File: src/rtl/iomem_dbg_pkg.sv
// Shared constants and types for the byte-stream iomem debug bridge.
package iomem_dbg_pkg;

   // Command bytes accepted on the receive stream
   localparam logic [7:0] CMD_WR  = 8'h57;   // 'W'
   localparam logic [7:0] CMD_RD  = 8'h52;   // 'R'

   // Single-byte responses returned on the transmit stream
   localparam logic [7:0] RSP_OK  = 8'h4B;   // 'K'
   localparam logic [7:0] RSP_ERR = 8'h45;   // 'E'
   localparam logic [7:0] RSP_TMO = 8'h54;   // 'T'

   // Byte counter covers the four bytes of an address or data field
   localparam int CNT_W = 2;
   localparam logic [CNT_W-1:0] CNT_ZERO = 2'd0;
   localparam logic [CNT_W-1:0] CNT_ONE  = 2'd1;
   localparam logic [CNT_W-1:0] CNT_LAST = 2'd3;

   typedef enum logic [2:0] {
      IDLE = 3'd0,
      ADDR = 3'd1,
      DATA = 3'd2,
      BUS  = 3'd3,
      RESP = 3'd4
   } state_t;

endpackage

File: src/rtl/iomem_dbg_txser.sv
// Response serialiser: loads a one- or four-byte response and sends it MSB
// first on a registered valid/ready byte stream.
module iomem_dbg_txser
   import iomem_dbg_pkg::*;
(
   input  logic        clk,
   input  logic        resetn,
   input  logic        load,
   input  logic        four,
   input  logic [31:0] word,
   input  logic        tx_ready,
   output logic        tx_valid,
   output logic [7:0]  tx_data,
   output logic        done
);

   logic [23:0]      rest_r;
   logic [CNT_W-1:0] left_r;

   // Final byte is being accepted this cycle
   assign done = tx_valid && tx_ready && (left_r == CNT_ZERO);

   // Load a response, then advance one byte per accepted transfer
   always_ff @(posedge clk) begin
      if (!resetn) begin
         tx_valid <= 1'b0;
         tx_data  <= 8'h00;
         rest_r   <= 24'h000000;
         left_r   <= CNT_ZERO;
      end else if (load) begin
         tx_valid <= 1'b1;
         if (four) begin
            tx_data <= word[31:24];
            rest_r  <= word[23:0];
            left_r  <= CNT_LAST;
         end else begin
            tx_data <= word[7:0];
            rest_r  <= 24'h000000;
            left_r  <= CNT_ZERO;
         end
      end else if (tx_valid && tx_ready) begin
         if (left_r == CNT_ZERO) begin
            tx_valid <= 1'b0;
         end else begin
            tx_data <= rest_r[23:16];
            rest_r  <= {rest_r[15:0], 8'h00};
            left_r  <= left_r - CNT_ONE;
         end
      end
   end

endmodule

File: src/rtl/iomem_dbg_bridge.sv
// Debug bridge: decodes 'W'/'R' commands from a byte stream, runs one iomem
// transaction per command and returns 'K', read data, 'E' or 'T'.
module iomem_dbg_bridge
   import iomem_dbg_pkg::*;
#(
   parameter int         TIMEOUT = 1024,
   parameter logic [7:0] ADDR_HI = 8'h03
) (
   input  logic        clk,
   input  logic        resetn,
   input  logic        rx_valid,
   input  logic [7:0]  rx_data,
   output logic        rx_ready,
   output logic        tx_valid,
   output logic [7:0]  tx_data,
   input  logic        tx_ready,
   output logic        iomem_valid,
   input  logic        iomem_ready,
   output logic [3:0]  iomem_wstrb,
   output logic [31:0] iomem_addr,
   output logic [31:0] iomem_wdata,
   input  logic [31:0] iomem_rdata
);

   localparam logic [15:0] TMO_LAST = 16'(TIMEOUT);

   state_t           state_r;
   logic             op_wr_r;
   logic [CNT_W-1:0] byte_cnt_r;
   logic [15:0]      tmo_cnt_r;
   logic             tx_load_r;
   logic             tx_four_r;
   logic [31:0]      tx_word_r;
   logic             tx_done_s;

   // Command decode, bus handshake and response sequencing
   always_ff @(posedge clk) begin
      if (!resetn) begin
         state_r     <= IDLE;
         op_wr_r     <= 1'b0;
         byte_cnt_r  <= CNT_ZERO;
         tmo_cnt_r   <= 16'h0000;
         tx_load_r   <= 1'b0;
         tx_four_r   <= 1'b0;
         tx_word_r   <= 32'h00000000;
         rx_ready    <= 1'b0;
         iomem_valid <= 1'b0;
         iomem_wstrb <= 4'h0;
         iomem_addr  <= 32'h00000000;
         iomem_wdata <= 32'h00000000;
      end else begin
         tx_load_r <= 1'b0;
         case (state_r)
            IDLE: begin
               rx_ready <= 1'b1;
               if (rx_valid && rx_ready) begin
                  if ((rx_data == CMD_WR) || (rx_data == CMD_RD)) begin
                     op_wr_r    <= (rx_data == CMD_WR);
                     byte_cnt_r <= CNT_ZERO;
                     state_r    <= ADDR;
                  end
               end
            end
            ADDR: begin
               if (rx_valid && rx_ready) begin
                  iomem_addr <= {iomem_addr[23:0], rx_data};
                  byte_cnt_r <= byte_cnt_r + CNT_ONE;
                  if (byte_cnt_r == CNT_LAST) begin
                     // iomem_addr[23:16] becomes the top byte after this shift
                     if (iomem_addr[23:16] != ADDR_HI) begin
                        rx_ready  <= 1'b0;
                        tx_load_r <= 1'b1;
                        tx_four_r <= 1'b0;
                        tx_word_r <= {24'h000000, RSP_ERR};
                        state_r   <= RESP;
                     end else if (op_wr_r) begin
                        state_r <= DATA;
                     end else begin
                        rx_ready    <= 1'b0;
                        iomem_valid <= 1'b1;
                        iomem_wstrb <= 4'h0;
                        tmo_cnt_r   <= 16'h0000;
                        state_r     <= BUS;
                     end
                  end
               end
            end
            DATA: begin
               if (rx_valid && rx_ready) begin
                  iomem_wdata <= {iomem_wdata[23:0], rx_data};
                  byte_cnt_r  <= byte_cnt_r + CNT_ONE;
                  if (byte_cnt_r == CNT_LAST) begin
                     rx_ready    <= 1'b0;
                     iomem_valid <= 1'b1;
                     iomem_wstrb <= 4'hF;
                     tmo_cnt_r   <= 16'h0000;
                     state_r     <= BUS;
                  end
               end
            end
            BUS: begin
               if (iomem_valid) begin
                  // A ready arriving on the timeout cycle still completes
                  if (iomem_ready) begin
                     iomem_valid <= 1'b0;
                     iomem_wstrb <= 4'h0;
                     tx_load_r   <= 1'b1;
                     tx_four_r   <= !op_wr_r;
                     tx_word_r   <= op_wr_r ? {24'h000000, RSP_OK} : iomem_rdata;
                     state_r     <= RESP;
                  end else if ((tmo_cnt_r + 16'd1) == TMO_LAST) begin
                     tmo_cnt_r   <= TMO_LAST;
                     iomem_valid <= 1'b0;
                     iomem_wstrb <= 4'h0;
                     tx_load_r   <= 1'b1;
                     tx_four_r   <= 1'b0;
                     tx_word_r   <= {24'h000000, RSP_TMO};
                     state_r     <= RESP;
                  end else begin
                     tmo_cnt_r <= tmo_cnt_r + 16'd1;
                  end
               end else begin
                  rx_ready <= 1'b1;
                  state_r  <= IDLE;
               end
            end
            RESP: begin
               if (tx_done_s) begin
                  rx_ready <= 1'b1;
                  state_r  <= IDLE;
               end
            end
            default: begin
               rx_ready    <= 1'b0;
               iomem_valid <= 1'b0;
               iomem_wstrb <= 4'h0;
               state_r     <= IDLE;
            end
         endcase
      end
   end

   iomem_dbg_txser u_txser (
      .clk      (clk),
      .resetn   (resetn),
      .load     (tx_load_r),
      .four     (tx_four_r),
      .word     (tx_word_r),
      .tx_ready (tx_ready),
      .tx_valid (tx_valid),
      .tx_data  (tx_data),
      .done     (tx_done_s)
   );

endmodule

File: config.mk
export PLATFORM = sky130hd
export DESIGN_NAME = iomem_dbg_bridge
export DESIGN_NICKNAME = d
export VERILOG_FILES = /design/src/rtl/iomem_dbg_pkg.sv /design/src/rtl/iomem_dbg_txser.sv /design/src/rtl/iomem_dbg_bridge.sv
export SDC_FILE = /design/constraint.sdc
export NUM_CORES = 1
export LEC_CHECK = 0
export CELL_PAD_IN_SITES_DETAIL_PLACEMENT = 1
export CELL_PAD_IN_SITES_GLOBAL_PLACEMENT = 1
export CORE_MARGIN = 2
export CORE_UTILIZATION = 35
export CTS_BUF_LIST = sky130_fd_sc_hd__clkbuf_8 sky130_fd_sc_hd__clkbuf_16
export CTS_CLUSTER_DIAMETER = 100
export DETAILED_ROUTE_END_ITERATION = 8
export GPL_TIMING_DRIVEN = 1
export HOLD_SLACK_MARGIN = 0.12
export PLACE_DENSITY = 0.75
export SLEW_MARGIN = 20
export SYNTH_ARGS = -nofsm -noshare
export SYNTH_HDL_FRONTEND = slang
export SYNTH_SLANG_ARGS = --single-unit
export TNS_END_PERCENT = 100
File: constraint.sdc
create_clock -name clk -period 2.4 [get_ports clk]
set_clock_uncertainty 0.05 [all_clocks]
set_input_delay 0.48 -clock clk [delete_from_list [all_inputs] [get_ports clk]]
set_output_delay 0.48 -clock clk [all_outputs]
set_load 0.005 [all_outputs]
==> results.yml <==
critical_path:
  cp-start-kind: "flip-flop"
  cp_cell_sequence: "ha_2 -> nand3_1 -> xnor2_1 -> nor3_2 -> o2111ai_4 -> o311a_4 -> and3_4 -> a221o_1"
  worstSetupPathType: "reg2reg"
  cp.arrival_ps: 2600
  slowest_stage: "o311a_4"
  cp_max_fo: 5
  crit_path_end_kind: "flip-flop"
  slowest_delay_ps: 400
  cp_data_required_time_ps: 2660
power_and_ir_drop:
  ir_worst_vdd_mv: 0.583
  powerDensity_mw_per_mm2: 656
  p_leak_uw: 0.00326
clock_network:
  cts_tree: "done"
  cts-root-buf: "clkbuf_16"
  cts_max_level: 4
  cts_hold_buf: 0
  cts_sinks: 158
  clockBufferDepth: 2
  clk_pin_slew_ps: 70
  numCtsBuffers: 17
  insertion_delay_ps: 420
synth:
  ys_seq_area_frac: 0.473
  synth_cell_types: 68
  syn_area_mm2: 0.00669
  yosys_warnings: 0
  synth_edf_count: 0
  syn-num-nets: 845
  synth_seq_cells: 158
  synthArstFlopShare: 0
  synth_ff_type: "dfxtp_1"
  syn_area_per_cell_um2: 8.39
  synthCells: 797
layout:
  synthToLayoutAreaGrowth_pct: 38.9
  final_nets: 996
  drive_above_1_share: 0.156
  diodes: 0
  fin_util: 0.497
  num-fill-cells: 2186
global_routing:
  grt_antenna_before_repair: 0
  grt_max_degree: 49
  gr-total-overflow: 0
  grt_pass1_vias: 6220
  gr-usage-all-layers: 0.204
  grt_pass1_wl_um: 32900
route:
  drt-initial-drc-count: 268
  routed_wl_um: 20600
  drt-met1-wl_um: 9510
  routedWlPerCell_um: 17.2
  num_vias: 6291
  drc: 0
  dr_wl_met3_um: 693
  top_layer: "met4"
  wl_met2_um: 10100
  dr.pass1.iters: 5
  antenna_left: 0
  via_per_inst: 5.26
timing:
  finalSetupViolCount: 0
  max_slew_margin: 0.463
  post-route-period-util: 0.975
  drv_slew: 0
  period_minus_slack_ps: 2340
  hold_viol_final: 0
  rsz0062_at_grt: "yes"
  whs_ps: 403
  worst_pin_slew_ps: 804
  fmax_mhz: 427
place:
  port_buffers: 123
  gp_congestion: 0.841
  hpwl_um: 13900
die:
  start_util: 0.358
  die-area_mm2: 0.0202
  fp.dieH_um: 142
  num_io_pins: 124
  die_width_um: 142
  rows: 50
  core_area_mm2: 0.0187
hold_path:
  hold_path.class: "reg2reg"
status:
  status: "finished, final reports clean"
flow_run:
  cap_violations: 0
flip-flops by register name, summed over array words and instances, names as in the netlist, 2 cells and up:
| signal | count |
|---|---|
| u_txser.left_r | 2 |
| iomem_addr | 32 |
| state_r | 3 |
| u_txser.tx_data | 8 |
| tmo_cnt_r | 16 |
| u_txser.rest_r | 24 |
| byte_cnt_r | 2 |
| tx_word_r | 32 |
| iomem_wdata | 32 |
kinds of logic after synthesis:
family / after synthesis / share of synthesized area
multiplexers: 13 / 0.0194
AND/OR/NAND/NOR: 337 / 0.231
XOR/XNOR: 7 / 0.0103
flip-flops: 158 / 0.473
AO/OA/AOI/OAI: 206 / 0.214
buffers and inverters: 73 / 0.0468
adder cells (fa/ha/maj): 3 / 0.00561
power by group:
group          leakage, µW  internal [µW]  switching (µW)  total (µW)
Combinational      0.00169            277             368         645
Sequential         0.00128           2670            41.4        2710
Clock             0.000297           1560            1190        2750
area by class of cell:
class	count	area, µm²	area share
Clock buffer	20	467	0.0502
Clock inverter	12	140	0.0151
Inverter	8	31.3	0.00337
Multi-Input combinational cell	567	3370	0.362
Sequential cell	158	3170	0.341
Tap cell	234	293	0.0315
Timing Repair Buffer	196	1820	0.196
worst paths after layout:
check,start,to,slack [ps],depth (start not counted)
setup reg to reg,tmo_cnt_r[1],tmo_cnt_r[6],60,8
hold reg to reg,u_txser.tx_data[6],u_txser.tx_data[6],400,2
setup / recovery,tmo_cnt_r[1],tmo_cnt_r[6],60,8
hold / removal,u_txser.tx_data[6],u_txser.tx_data[6],400,2
cells in the final DEF, fill, tap and decap left out, types with 3 or more instances in the layout:
cell type	n
nand2_1	179
dfxtp_1	152
clkdlybuf4s50_1	123
a21oi_1	88
buf_4	68
nor2_1	46
a22o_1	30
nor3_1	23
nor2b_1	20
clkbuf_16	17
nand3_1	16
a311oi_1	16
o21ai_0	13
mux2i_1	12
a22oi_1	9
o211ai_1	8
nand4_1	7
inv_1	6
a21o_1	5
dfxtp_2	5
and3_1	4
nand2b_1	4
inv_6	4
o31ai_1	3
nor4_1	3
a31oi_1	3
xnor2_1	3
a211oi_1	3
o21a_1	3
nor3_2	3
xor2_1	3
nand3_2	3
o22ai_1	3
inv_8	3
clkbuf_8	3
buf_12	3
worst max-delay path, delay by kind of cell (launching register included):
kind,cells,cell delay [ps]
AOI/OAI and AO/OA,3,850
and+or+nand+nor,3,530
DFF,1,390
adders and majority gates,1,220
xor gates and xnor gates,1,180
synthesized netlist by cell type, types with 4 or more instances:
cell type / number / area (µm²)
nor3_1: 26 / 130
clkbuf_1: 48 / 180
a22o_1: 30 / 263
nand4_1: 7 / 43.8
o21ai_0: 13 / 65.1
nand3_1: 17 / 85.1
and3_1: 5 / 31.3
nor2b_1: 20 / 125
a21o_1: 5 / 37.5
mux2i_1: 13 / 130
a21oi_1: 90 / 450
nor2_1: 49 / 184
a311oi_1: 16 / 140
dfxtp_1: 158 / 3160
nand2_1: 179 / 672
a22oi_1: 9 / 67.6
nand2b_1: 4 / 25.0
buf_4: 6 / 45.0
o211ai_1: 8 / 60.1
buf_2: 7 / 35.0
inv_1: 8 / 30.0
per-stage QoR:
step | cells | setup TNS, ps | area (µm²) | setup WS, ps | power, µW
after floorplan | 797 | 0 | 6690 | 144 | 3120
after global placement | 1158 | 0 | 8510 | 8.24 | 3390
after detailed placement | 1158 | -588 | 8510 | -77.4 | 3400
after CTS | 1192 | -52.5 | 9150 | -48.1 | 6190
after global routing | 1195 | -1310 | 9300 | -62.7 | 6370
final | 1195 | 0 | 9300 | 60.7 | 6100
repair_timing:
action / 4_1_cts / 5_1_grt
buffers inserted: 2 / 2
pin swaps: 4 / 4
cloned: 0 / 1
endpoints found under the setup margin: 16 / 48
resized for setup: 3 / 29
routing by layer:
layer | global-route usage | up-vias
met3 | 0.0353 | 15
met5 | 0 | -
met1 | 0.271 | 3066
li1 | - | 3111
met4 | 0.0558 | 0
met2 | 0.342 | 99
No activity file was read; power rests on OpenSTA's default activity.
